--- config.mk ---
export PLATFORM = sky130hd
export DESIGN_NAME = dmem_arbiter_flat
export DESIGN_NICKNAME = d
export VERILOG_FILES = /design/src/rtl/dmem_arb_pkg.sv /design/src/rtl/dmem_arbiter_if.sv /design/src/rtl/dmem_arbiter_rr_pick.sv /design/src/rtl/dmem_arbiter.sv /design/src/flat_wrapper.sv
export SDC_FILE = /design/constraint.sdc
export NUM_CORES = 1
export LEC_CHECK = 0
export CAP_MARGIN = 5
export CORE_MARGIN = 4
export CORE_UTILIZATION = 18
export CTS_CLUSTER_DIAMETER = 60
export CTS_CLUSTER_SIZE = 14
export DETAILED_ROUTE_END_ITERATION = 6
export PLACE_DENSITY = 0.76
export SYNTH_ARGS = -nofsm -noshare
export SYNTH_HDL_FRONTEND = slang
export SYNTH_HIERARCHICAL = 1
export SYNTH_SLANG_ARGS = --single-unit
--- constraint.sdc ---
create_clock -name clock -period 1.5 [get_ports clock]
set_input_delay 0.15 -clock clock [delete_from_list [all_inputs] [get_ports clock]]
set_output_delay 0.15 -clock clock [all_outputs]
set_load 0.005 [all_outputs]
--- src/rtl/dmem_arb_pkg.sv ---
// -----------------------------------------------------------------------------
// dmem_arb_pkg
//   Shared constants and types for the dmem arbiter slice.
//   - ARB_ADDR_W / ARB_DATA_W : default dmem geometry (matches imem/dmem)
//   - ARB_NUM_CH / ARB_MAX_BURST : default requester count and burst limit
//   - arb_idx_w()  : channel-index width, never narrower than one bit
//   - arb_ch_idx_t : channel index for the default channel count
// -----------------------------------------------------------------------------
package dmem_arb_pkg;

    localparam int ARB_ADDR_W    = 12;
    localparam int ARB_DATA_W    = 32;
    localparam int ARB_NUM_CH    = 2;
    localparam int ARB_MAX_BURST = 4;

    // $clog2(1) is 0, which would give a zero-width index for a single channel
    function automatic int arb_idx_w(input int n);
        return (n > 1) ? $clog2(n) : 1;
    endfunction

    localparam int ARB_CH_IDX_W = arb_idx_w(ARB_NUM_CH);

    typedef logic [ARB_CH_IDX_W-1:0] arb_ch_idx_t;

endpackage

--- src/rtl/dmem_arbiter_if.sv ---
// -----------------------------------------------------------------------------
// dmem_arbiter_if
//   Bundles the requester-side handshake and the dmem port of the arbiter.
//   Per-channel buses are packed [NUM_CH-1:0][W-1:0], so channel k occupies
//   bits [k*W +: W] exactly like a flattened vector.
//   Requester side : req, lock, wren_ch, addr_ch, wdata_ch -> gnt, rvalid, rdata
//   dmem side      : mem_addr, mem_data, mem_wren -> mem_q
//   Modports: slave (the arbiter), master (requesters + dmem model).
// -----------------------------------------------------------------------------
interface dmem_arbiter_if
    import dmem_arb_pkg::*;
#(
    parameter int NUM_CH = ARB_NUM_CH,
    parameter int ADDR_W = ARB_ADDR_W,
    parameter int DATA_W = ARB_DATA_W
);
    logic [NUM_CH-1:0]             req;
    logic [NUM_CH-1:0]             lock;
    logic [NUM_CH-1:0]             wren_ch;
    logic [NUM_CH-1:0][ADDR_W-1:0] addr_ch;
    logic [NUM_CH-1:0][DATA_W-1:0] wdata_ch;
    logic [NUM_CH-1:0]             gnt;
    logic [NUM_CH-1:0]             rvalid;
    logic [DATA_W-1:0]             rdata;
    logic [ADDR_W-1:0]             mem_addr;
    logic [DATA_W-1:0]             mem_data;
    logic                          mem_wren;
    logic [DATA_W-1:0]             mem_q;

    modport slave (
        input  req, lock, wren_ch, addr_ch, wdata_ch, mem_q,
        output gnt, rvalid, rdata, mem_addr, mem_data, mem_wren
    );

    modport master (
        output req, lock, wren_ch, addr_ch, wdata_ch, mem_q,
        input  gnt, rvalid, rdata, mem_addr, mem_data, mem_wren
    );
endinterface

--- src/rtl/dmem_arbiter_rr_pick.sv ---
// -----------------------------------------------------------------------------
// rr_pick
//   Combinational one-hot round-robin picker: grants the first requesting
//   channel found scanning i_ptr, i_ptr+1, ... wrapping modulo NUM_CH.
//   i_req [NUM_CH]  : requests
//   i_ptr [IDX_W]   : highest-priority channel this cycle (< NUM_CH)
//   o_gnt [NUM_CH]  : one-hot grant, zero when nothing requests
// -----------------------------------------------------------------------------
module rr_pick #(
    parameter int NUM_CH = 2,
    parameter int IDX_W  = 1
) (
    input  logic [NUM_CH-1:0] i_req,
    input  logic [IDX_W-1:0]  i_ptr,
    output logic [NUM_CH-1:0] o_gnt
);

    always_comb begin
        int idx;
        o_gnt = '0;
        idx   = 0;
        for (int i = 0; i < NUM_CH; i++) begin
            idx = int'(i_ptr) + i;
            if (idx >= NUM_CH) idx = idx - NUM_CH;
            // first hit in scan order wins; later hits are ignored
            if (o_gnt == '0 && i_req[idx]) o_gnt[idx] = 1'b1;
        end
    end

endmodule

--- src/rtl/dmem_arbiter.sv ---
// -----------------------------------------------------------------------------
// dmem_arbiter
//   Shares the single-port dmem among NUM_CH requesters (ch0 = processor).
//   Grants at most one channel per cycle, muxes its access onto the dmem
//   port combinationally and returns read data one cycle later with a
//   per-channel rvalid strobe. dmem itself samples on the falling edge.
//
//   Ports
//     clock      : master clock, rising edge
//     reset      : synchronous, active-high
//     bus.slave  : req/lock/wren_ch/addr_ch/wdata_ch in, gnt/rvalid/rdata out,
//                  mem_addr/mem_data/mem_wren out to dmem, mem_q in from dmem
//
//   Configuration macro: DMEM_ARB_CH0_PRIORITY_EN
//     defined   : ch0 wins whenever it requests; ptr/owner/burst state only
//                 tracks ch1..NUM_CH-1 and a ch0 grant leaves it untouched.
//     undefined : round-robin plus lock bursts over all channels.
// -----------------------------------------------------------------------------
module dmem_arbiter
    import dmem_arb_pkg::*;
#(
    parameter int NUM_CH    = ARB_NUM_CH,
    parameter int ADDR_W    = ARB_ADDR_W,
    parameter int DATA_W    = ARB_DATA_W,
    parameter int MAX_BURST = ARB_MAX_BURST
) (
    input  logic           clock,
    input  logic           reset,
    dmem_arbiter_if.slave  bus
);

    localparam int IDX_W = arb_idx_w(NUM_CH);
    localparam int CNT_W = $clog2(MAX_BURST + 1);

    // arbitration state
    logic [IDX_W-1:0]  r_ptr;
    logic [IDX_W-1:0]  r_owner;
    logic [CNT_W-1:0]  r_burst_cnt;
    // read-return tracker
    logic              r_rd_pend;
    logic [IDX_W-1:0]  r_rd_ch;

    logic [NUM_CH-1:0] w_rr_req;
    logic [NUM_CH-1:0] w_rr_gnt;
    logic [NUM_CH-1:0] w_gnt;
    logic [IDX_W-1:0]  w_gnt_idx;
    logic              w_any_gnt;
    logic              w_upd_arb;
    logic              w_owner_hold;
    logic              w_burst_more;
    logic [IDX_W-1:0]  w_ptr_nxt;
    logic [CNT_W-1:0]  w_cnt_nxt;

    // ---------------------------------------------------------------------
    // Round-robin candidates
    // ---------------------------------------------------------------------
    always_comb begin
        w_rr_req = bus.req;
`ifdef DMEM_ARB_CH0_PRIORITY_EN
        // ch0 is served ahead of the rotation, so keep it out of it
        w_rr_req[0] = 1'b0;
`endif
    end

    rr_pick #(
        .NUM_CH (NUM_CH),
        .IDX_W  (IDX_W)
    ) u_rr_pick (
        .i_req  (w_rr_req),
        .i_ptr  (r_ptr),
        .o_gnt  (w_rr_gnt)
    );

    // ---------------------------------------------------------------------
    // Grant selection
    // ---------------------------------------------------------------------
    assign w_burst_more = (r_burst_cnt < CNT_W'(MAX_BURST));
    assign w_owner_hold = bus.req[r_owner] & bus.lock[r_owner] & w_burst_more;

    always_comb begin
        w_gnt = '0;
        if (reset) begin
            w_gnt = '0;
        end
`ifdef DMEM_ARB_CH0_PRIORITY_EN
        else if (bus.req[0]) begin
            w_gnt[0] = 1'b1;
        end
`endif
        else if (w_owner_hold) begin
            w_gnt[r_owner] = 1'b1;
        end
        else begin
            w_gnt = w_rr_gnt;
        end
    end

    always_comb begin
        w_gnt_idx = '0;
        for (int i = 0; i < NUM_CH; i++) begin
            if (w_gnt[i]) w_gnt_idx = IDX_W'(i);
        end
    end

    assign w_any_gnt = |w_gnt;

`ifdef DMEM_ARB_CH0_PRIORITY_EN
    // a ch0 grant must not disturb the rotation among the other channels
    assign w_upd_arb = w_any_gnt & ~w_gnt[0];
`else
    assign w_upd_arb = w_any_gnt;
`endif

    assign w_ptr_nxt = (w_gnt_idx == IDX_W'(NUM_CH - 1)) ? '0 : w_gnt_idx + IDX_W'(1);

    // continuing a burst counts up; a fresh owner, no lock, or an exhausted
    // burst that was re-won by a sole requester all restart at 1
    assign w_cnt_nxt = (w_gnt_idx == r_owner && bus.lock[w_gnt_idx] && w_burst_more)
                     ? r_burst_cnt + CNT_W'(1) : CNT_W'(1);

    // ---------------------------------------------------------------------
    // State registers
    // ---------------------------------------------------------------------
    always_ff @(posedge clock) begin
        if (reset) begin
            r_ptr       <= '0;
            r_owner     <= '0;
            r_burst_cnt <= '0;
            r_rd_pend   <= 1'b0;
            r_rd_ch     <= '0;
        end else begin
            if (w_upd_arb) begin
                r_ptr       <= w_ptr_nxt;
                r_owner     <= w_gnt_idx;
                r_burst_cnt <= w_cnt_nxt;
            end else if (!w_any_gnt) begin
                r_burst_cnt <= '0;
            end
            r_rd_pend <= w_any_gnt & ~bus.wren_ch[w_gnt_idx];
            r_rd_ch   <= w_gnt_idx;
        end
    end

    // ---------------------------------------------------------------------
    // dmem port and read return
    // ---------------------------------------------------------------------
    assign bus.gnt      = w_gnt;
    assign bus.mem_addr = w_any_gnt ? bus.addr_ch[w_gnt_idx]  : '0;
    assign bus.mem_data = w_any_gnt ? bus.wdata_ch[w_gnt_idx] : '0;
    assign bus.mem_wren = w_any_gnt & bus.wren_ch[w_gnt_idx];

    // dmem latched the address on the falling edge of the grant cycle, so
    // mem_q already holds the data for the pending read
    assign bus.rdata = bus.mem_q;

    always_comb begin
        bus.rvalid = '0;
        // reset drops a pending return in the same cycle it is asserted
        if (r_rd_pend && !reset) bus.rvalid[r_rd_ch] = 1'b1;
    end

endmodule

--- src/flat_wrapper.sv ---
// flat-port wrapper written by rule: the top's interface ports become plain ports
module dmem_arbiter_flat import dmem_arb_pkg::*;
#(
    parameter int NUM_CH    = ARB_NUM_CH,
    parameter int ADDR_W    = ARB_ADDR_W,
    parameter int DATA_W    = ARB_DATA_W,
    parameter int MAX_BURST = ARB_MAX_BURST
)
  (clock, reset, bus_req, bus_lock, bus_wren_ch, bus_addr_ch, bus_wdata_ch, bus_mem_q, bus_gnt, bus_rvalid, bus_rdata, bus_mem_addr, bus_mem_data, bus_mem_wren);
  dmem_arbiter_if #(.NUM_CH(NUM_CH), .ADDR_W(ADDR_W), .DATA_W(DATA_W)) bus_i ();
  input  logic clock;
  input  logic reset;
  input wire logic [$bits(bus_i.req)-1:0] bus_req;
  input wire logic [$bits(bus_i.lock)-1:0] bus_lock;
  input wire logic [$bits(bus_i.wren_ch)-1:0] bus_wren_ch;
  input wire logic [$bits(bus_i.addr_ch)-1:0] bus_addr_ch;
  input wire logic [$bits(bus_i.wdata_ch)-1:0] bus_wdata_ch;
  input wire logic [$bits(bus_i.mem_q)-1:0] bus_mem_q;
  output wire logic [$bits(bus_i.gnt)-1:0] bus_gnt;
  output wire logic [$bits(bus_i.rvalid)-1:0] bus_rvalid;
  output wire logic [$bits(bus_i.rdata)-1:0] bus_rdata;
  output wire logic [$bits(bus_i.mem_addr)-1:0] bus_mem_addr;
  output wire logic [$bits(bus_i.mem_data)-1:0] bus_mem_data;
  output wire logic [$bits(bus_i.mem_wren)-1:0] bus_mem_wren;
  assign bus_i.req = bus_req;
  assign bus_i.lock = bus_lock;
  assign bus_i.wren_ch = bus_wren_ch;
  assign bus_i.addr_ch = bus_addr_ch;
  assign bus_i.wdata_ch = bus_wdata_ch;
  assign bus_i.mem_q = bus_mem_q;
  assign bus_gnt = bus_i.gnt;
  assign bus_rvalid = bus_i.rvalid;
  assign bus_rdata = bus_i.rdata;
  assign bus_mem_addr = bus_i.mem_addr;
  assign bus_mem_data = bus_i.mem_data;
  assign bus_mem_wren = bus_i.mem_wren;
  dmem_arbiter #(.NUM_CH(NUM_CH), .ADDR_W(ADDR_W), .DATA_W(DATA_W), .MAX_BURST(MAX_BURST)) u_core (.clock(clock), .reset(reset), .bus(bus_i));
endmodule
==> summary.md, run 1 <==
| Metric | Value |
|---|---|
| Slew Viols, Final | `0` |
| Status | `complete, but fails checks` |
| Number of global-route vias before repair | `1,653` |
| Synth cell types | `29` |
| Synth Area in Adders | `0.0110` |
| Area of the multi-input gates | `747 um^2` |
| Register-to-Register Path Depth | `10` |
| Fmax | `0.490 GHz` |
| Mean Syn Cell Area | `8.52 um^2` |
| Largest family of logic cells by synthesized area | `compound AO/OA/AOI/OAI gates` |
| Chip height | `87.4 um` |
| Hold Crit Start | `bus_mem_q[18]` |
| HP Class | `primary input to primary output` |
| Critical register-to-register path startpoint | `u_core/r_ptr` |
| Highest Signal Layer | `met4` |
| Sequential fraction of design power | `0.160` |
| Core ar. | `6030 um^2` |
| Clock share of power | `0.214` |
| Period utilization | `1.36` |
| CTS Buffer Depth | `2` |
| Final setup vio count | `53` |
| Clock transition at path regs | `40 ps` |
| Final hold vios | `0` |
| Fin worst setup slack | `-540 ps` |
| Clock Skews | `3.29 ps` |
| Yosys warning count | `6` |
| RSZ-0062 raised after global routing | `yes` |
| Global-route wire length before repair | `9090 um` |
| Post-synth top flop | `dfxtp_1` |
| Routability cong. | `0.853` |
| Hpwl dp | `4940 um` |
| Sequential area share after synthesis | `0.124` |
| Hold depth | `0` |
| Worst VDD drop | `0.420 mV` |
| N_diodes | `0` |
| Metal-1 WL | `2390 um` |
| Register-to-register setup slack | `-220 ps` |
| Largest net degree at the start of global routing | `23` |
| Starting Density | `0.188` |
| Register bit total from synthesis | `7` |
| Violations in the final reports | `negative setup slack` |
| Most common cell in the netlist | `a22o_1` |
| Switching power | `383 uW` |
| Vias | `1,619` |
| Initial antenna violation count | `0` |
| Row count | `28` |
| Post-Place Setup Slack | `-905 ps` |
| Slew @ Worst Pin | `202 ps` |
| Min Hold Slack | `300 ps` |
| Max Fanout on Critical Path | `4` |
| Post-Syn Area | `1130 um^2` |
| WL final | `6800 um` |
| Combinational power share | `0.625` |
| DR iter-0 viols | `38` |
| Setup_tns | `-20,900 ps` |
| CTS Buf Count | `3` |
| Pint | `907 uW` |
| Vias per cell | `4.56` |
| FFs w/ async S/R, synth | `0` |
| Post-synth EDFFs | `0` |
| Cts hold-fix bufs | `0` |
| Pleak | `1.30 nW` |
| Pwr Density | `470 nW/um^2` |
| Clock Tree Root | `clkbuf_8` |
| Slowest CP cell | `and4bb_4` |
| Min cycle time layout | `2040 ps` |
| Die area | `7630 um^2` |
| H-tree depth | `1` |
| Hold Path End | `bus_rdata[18]` |
| Reg-to-Reg End | `u_core/r_rd_pend` |
| Clk sink count | `7` |
| Layout area overhead | `142%` |
| Wire per inst | `19.2 um` |
| Grt total ovfl | `0` |
| Commonest cells in the synthesized netlist | `44 x a22o_1, 35 x buf_4, 7 x dfxtp_1, 6 x buf_6, 5 x nor2_1` |
| Max cap viols | `0` |
| Nets | `410` |
| Crit path top cell by count | `buf_6` |
| Critical Path End Type | `primary output` |
| Die X | `87.4 um` |
| FILL cells | `582` |
| CTS tree | `yes` |
| Kind of critical path | `flop to primary output` |
| I/O Buffers | `144` |
| XOR/XNOR share of the synthesized area | `0.00773` |
| Clk_lat worst skew | `230 ps` |
| Mapped Cells | `133` |
| Num ports | `209` |
| Relative slew slack | `0.865` |
| Worst endpoint required time | `1350 ps` |
| Switching Share | `0.297` |
| Proportion of synthesized area in mux cells | `0.0177` |
| Top post-synthesis cells by area | `a22o_1 34%, buf_4 23%, dfxtp_1 12%` |
| Pre-antenna DRT Iters | `4` |
| Max incr delay on CP | `380 ps` |
| DRT antenna net count | `0` |
| CP Launch Type | `flop` |
| Synth top area share | `0.340` |
| Post-Syn Nets | `262` |
| Routed wl met2 | `3730 um` |
| Synth Area in Compound Gates | `0.418` |
| Met3 wire len | `529 um` |
| Sequential cell area | `146 um^2` |
| Synth Area in Simple Gates | `0.105` |
| Share of layout cells above drive strength 1 | `0.407` |
| Cell Chain, Critical Path | `and4bb_4 -> a211oi_4 -> buf_6 -> buf_6 -> buf_4 -> buf_4 -> a22o_4 -> buf_6` |
| Power, Total | `1.29 mW` |
| Critical Path AT | `1890 ps` |
| DRC viols | `0` |
| Post-synth top area cell | `a22o_1` |
| GRT Total Usage | `0.156` |
-- power groups by stage --
stage	Sequential, mW	Clock [mW]	Combinational (mW)
2_1_floorplan	0.206	0	0.302
3_3_place_gp	0.208	0	0.730
3_5_place_dp	0.209	0	0.737
4_1_cts	0.208	0.284	0.792
5_1_grt	0.208	0.294	0.860
6_report	0.207	0.277	0.807
-- metal layers --
layer | up-vias | global-route usage
met2 | 79 | 0.303
met3 | 18 | 0.0255
met5 | - | 0
met1 | 754 | 0.165
li1 | 768 | -
met4 | 0 | 0.0544
-- state kept, by name, indices dropped and copies added, names as in the netlist --
name,count
u_core/r_rd_ch,1
u_core/r_burst_cnt,3
u_core/r_ptr,1
u_core/r_owner,1
u_core/r_rd_pend,1
-- layout by cell type (no fill, tap or decap), drive strengths merged --
cell type	Yosys	final
clkinv	0	1
inv	4	4
and3	2	2
nand2	1	1
nor3b	1	1
a21oi	3	3
nor3	2	2
nand3	3	3
clkdlybuf4s15	0	1
o31ai	1	1
clkdlybuf4s50	0	91
xor2	1	1
a22o	44	44
clkbuf	1	3
nand3b	1	1
nor2	6	6
a31oi	1	1
and4bb	1	1
a211oi	3	3
ha	1	1
o21ba	1	1
mux2i	2	2
dfxtp	7	7
dlygate4sd2	0	5
nor2b	1	1
a21boi	2	2
nand4b	1	1
buf	43	90
-- logic make-up (layout without fill, tap and decap cells) --
logic type               count (synthesis)  in the layout
multiplexers                             2              2
XOR/XNOR                                 1              1
flip-flops                               7              7
AO/OA/AOI/OAI                           55             55
adder cells (fa/ha/maj)                  1              1
buffers and inverters                   48            195
AND/OR/NAND/NOR                         19             19
-- how the worst max path moves through the flow --
stage                           from                to  depth (start not counted)
3_5_place_dp              bus_req[1]   bus_mem_data[8]                          7
6_report              u_core/r_owner   bus_mem_data[9]                          8
3_3_place_gp              bus_req[1]   bus_mem_data[8]                          7
5_1_grt                 u_core/r_ptr      bus_mem_wren                         10
2_1_floorplan         u_core/r_owner   bus_mem_addr[0]                          6
4_1_cts        u_core/r_burst_cnt[2]  bus_mem_data[19]                          9
-- worst max-delay path, delay by kind of cell, from the launching register on --
| family | cells | cell delay (ps) |
|---|---|---|
| simple gates | 1 | 380 |
| flops | 1 | 360 |
| compound gates | 2 | 320 |
| buf+inv | 5 | 600 |
-- stage by stage --
stage                     cell area [um^2]  utilization  instances
after floorplan                       1140            -        133
after global placement                2480        0.411        326
after detailed placement              2480        0.411        326
after CTS                             2710        0.449        351
after global routing                  2750        0.456        355
final                                 2750        0.456        355
-- area by class of cell --
| class | instances | share of cell area |
|---|---|---|
| flip-flops and latches | 7 | 0.0533 |
| well taps | 75 | 0.0342 |
| clock buffers | 3 | 0.0150 |
| inverters | 4 | 0.00547 |
| repair buffers | 187 | 0.618 |
| clock inverters | 1 | 0.00182 |
| multi-input cells | 78 | 0.272 |
-- what timing repair did --
action                     CTS  global route
pin swaps                   15            16
buffers inserted            19            11
setup endpoints to repair   55            53
resized for setup          238            15
hold endpoints to repair     0             0
gates cloned                 5             0
(Power assumes the default switching activity.)
==> run 2, diff against run 1 <==
- MAX_ROUTING_LAYER: unset -> met4
- SKIP_CTS_REPAIR_TIMING: unset -> 1
==> summary.md, run 2 (synthesized netlist as in run 1, its figures left out) <==
| Metric | Value |
|---|---|
| Fin worst setup slack | `-531 ps` |
| Layout area overhead | `148%` |
| Slew Viols, Final | `0` |
| Switching Share | `0.298` |
| Nets | `412` |
| WL final | `7050 um` |
| H-tree depth | `1` |
| Slew @ Worst Pin | `289 ps` |
| Die area | `7630 um^2` |
| I/O Buffers | `144` |
| Most flops, register | `u_core/r_burst_cnt` |
| Final hold vios | `0` |
| Placed cell area | `2480 um^2` |
| Pwr Density | `475 nW/um^2` |
| Max cap viols | `0` |
| Max Fanout on Critical Path | `6` |
| Core ar. | `6030 um^2` |
| Row count | `28` |
| Crit path top cell by count | `inv_2` |
| Clk sink count | `7` |
| Final Cell Area | `2810 um^2` |
| N_diodes | `0` |
| Pint | `936 uW` |
| Delay-heaviest family, CP | `buffers and inverters` |
| GRT Total Usage | `0.133` |
| HP Class | `primary input to primary output` |
| RSZ-0062 raised after global routing | `yes` |
| DRT antenna net count | `0` |
| Most frequent cells in the layout | `93 x clkdlybuf4s50_1, 42 x a22o_1, 41 x clkbuf_2` |
| Sequential fraction of design power | `0.154` |
| Violations in the final reports | `negative setup slack` |
| Chip height | `87.4 um` |
| Worst endpoint required time | `1350 ps` |
| Clk_lat worst skew | `240 ps` |
| Vias per cell | `4.64` |
| CP Launch Type | `flop` |
| Commonest non-fill, non-tap cell in the layout | `clkdlybuf4s50_1` |
| Worst VDD drop | `0.367 mV` |
| Switching power | `398 uW` |
| Critical Path AT | `1880 ps` |
| Core Util, Final | `0.466` |
| Routability cong. | `0.867` |
| Clock share of power | `0.209` |
| Kind of critical path | `flop to primary output` |
| Relative slew slack | `0.807` |
| Clock transition at path regs | `40 ps` |
| Wire per inst | `19.7 um` |
| Min cycle time layout | `2030 ps` |
| Max incr delay on CP | `340 ps` |
| CTS Buf Count | `3` |
| Placed Instances | `326` |
| Combinational power share | `0.637` |
| Hpwl dp | `4940 um` |
| Non-filler cells, final | `357` |
| Vias | `1,655` |
| Status | `complete, but fails checks` |
| Starting Density | `0.188` |
| CP Buf/Inv Count | `6` |
| Num ports | `209` |
| Global-route wire length before repair | `7600 um` |
| CTS Buffer Depth | `2` |
| Die X | `87.4 um` |
| Slowest CP cell | `dfxtp_2` |
| Post-Place Setup Slack | `-905 ps` |
| DR iter-0 viols | `34` |
| Critical Path End Type | `primary output` |
| Cell Chain, Critical Path | `inv_2 -> a21boi_4 -> inv_2 -> a31oi_4 -> nor2_4 -> buf_12 -> buf_4 -> clkbuf_16 -> a22o_1 -> clkbuf_2` |
| Clock Skews | `3.94 ps` |
| Number of global-route vias before repair | `1,452` |
| Pre-antenna DRT Iters | `5` |
| Initial antenna violation count | `0` |
| Number of flip-flops in the largest register | `3` |
| DRC viols | `0` |
| CTS tree | `yes` |
| Pleak | `1.33 nW` |
| Clock Tree Root | `clkbuf_8` |
| Period utilization | `1.35` |
| FILL cells | `580` |
| Final setup vio count | `53` |
| Largest net degree at the start of global routing | `45` |
| Grt total ovfl | `0` |
| Share of layout cells above drive strength 1 | `0.408` |
| Fmax | `0.492 GHz` |
[run 2: changes by cell type in the layout (fill, tap and decap cells not counted), sizes merged]
cell / previous run / this run
clkbuf: 3 / 49
dlymetal6s2s: 0 / 4
buf: 90 / 46
clkdlybuf4s15: 1 / 0
dlygate4sd2: 5 / 0
clkdlybuf4s50: 91 / 93
[run 2: layout make-up]
class / instances / area, um^2 / area share
clock inverter: 1 / 5.00 / 0.00178
sequential: 7 / 149 / 0.0530
tap: 75 / 93.8 / 0.0334
timing repair buffer: 189 / 1760 / 0.628
multi-input combinational: 78 / 741 / 0.264
clock buffer: 3 / 41.3 / 0.0147
inverter: 4 / 15.0 / 0.00535
[run 2: worst paths after layout]
| path | startpoint | to | slack [ps] | cells after the start |
|---|---|---|---|---|
| max | u_core/r_ptr | bus_mem_data[6] | -530 | 10 |
| max reg2reg | u_core/r_ptr | u_core/r_burst_cnt[0] | -270 | 9 |
| min reg2reg | u_core/r_ptr | u_core/r_ptr | 470 | 2 |
| min | bus_mem_q[18] | bus_rdata[18] | 300 | 0 |
[run 2: power groups by stage]
stage / clock network (mW) / registers (mW) / logic, mW
2_1_floorplan: 0 / 0.206 / 0.302
3_3_place_gp: 0 / 0.208 / 0.730
3_5_place_dp: 0 / 0.209 / 0.737
4_1_cts: 0.284 / 0.205 / 0.741
5_1_grt: 0.292 / 0.206 / 0.902
6_report: 0.279 / 0.205 / 0.850
[run 2: per-stage QoR]
step | power [mW] | hold WS [ps] | TNS [ps]
after floorplan | 0.508 | 374 | -1770
after global placement | 0.938 | 300 | -41650
after detailed placement | 0.946 | 300 | -42830
after CTS | 1.23 | 300 | -41900
after global routing | 1.40 | 300 | -27030
final | 1.33 | 300 | -23460
[run 2: metal layers]
metal,global-route usage,routed length [um]
met1,0.135,2470
met2,0.246,3890
met3,0.0255,535
met4,0.0544,160
met5,-,0
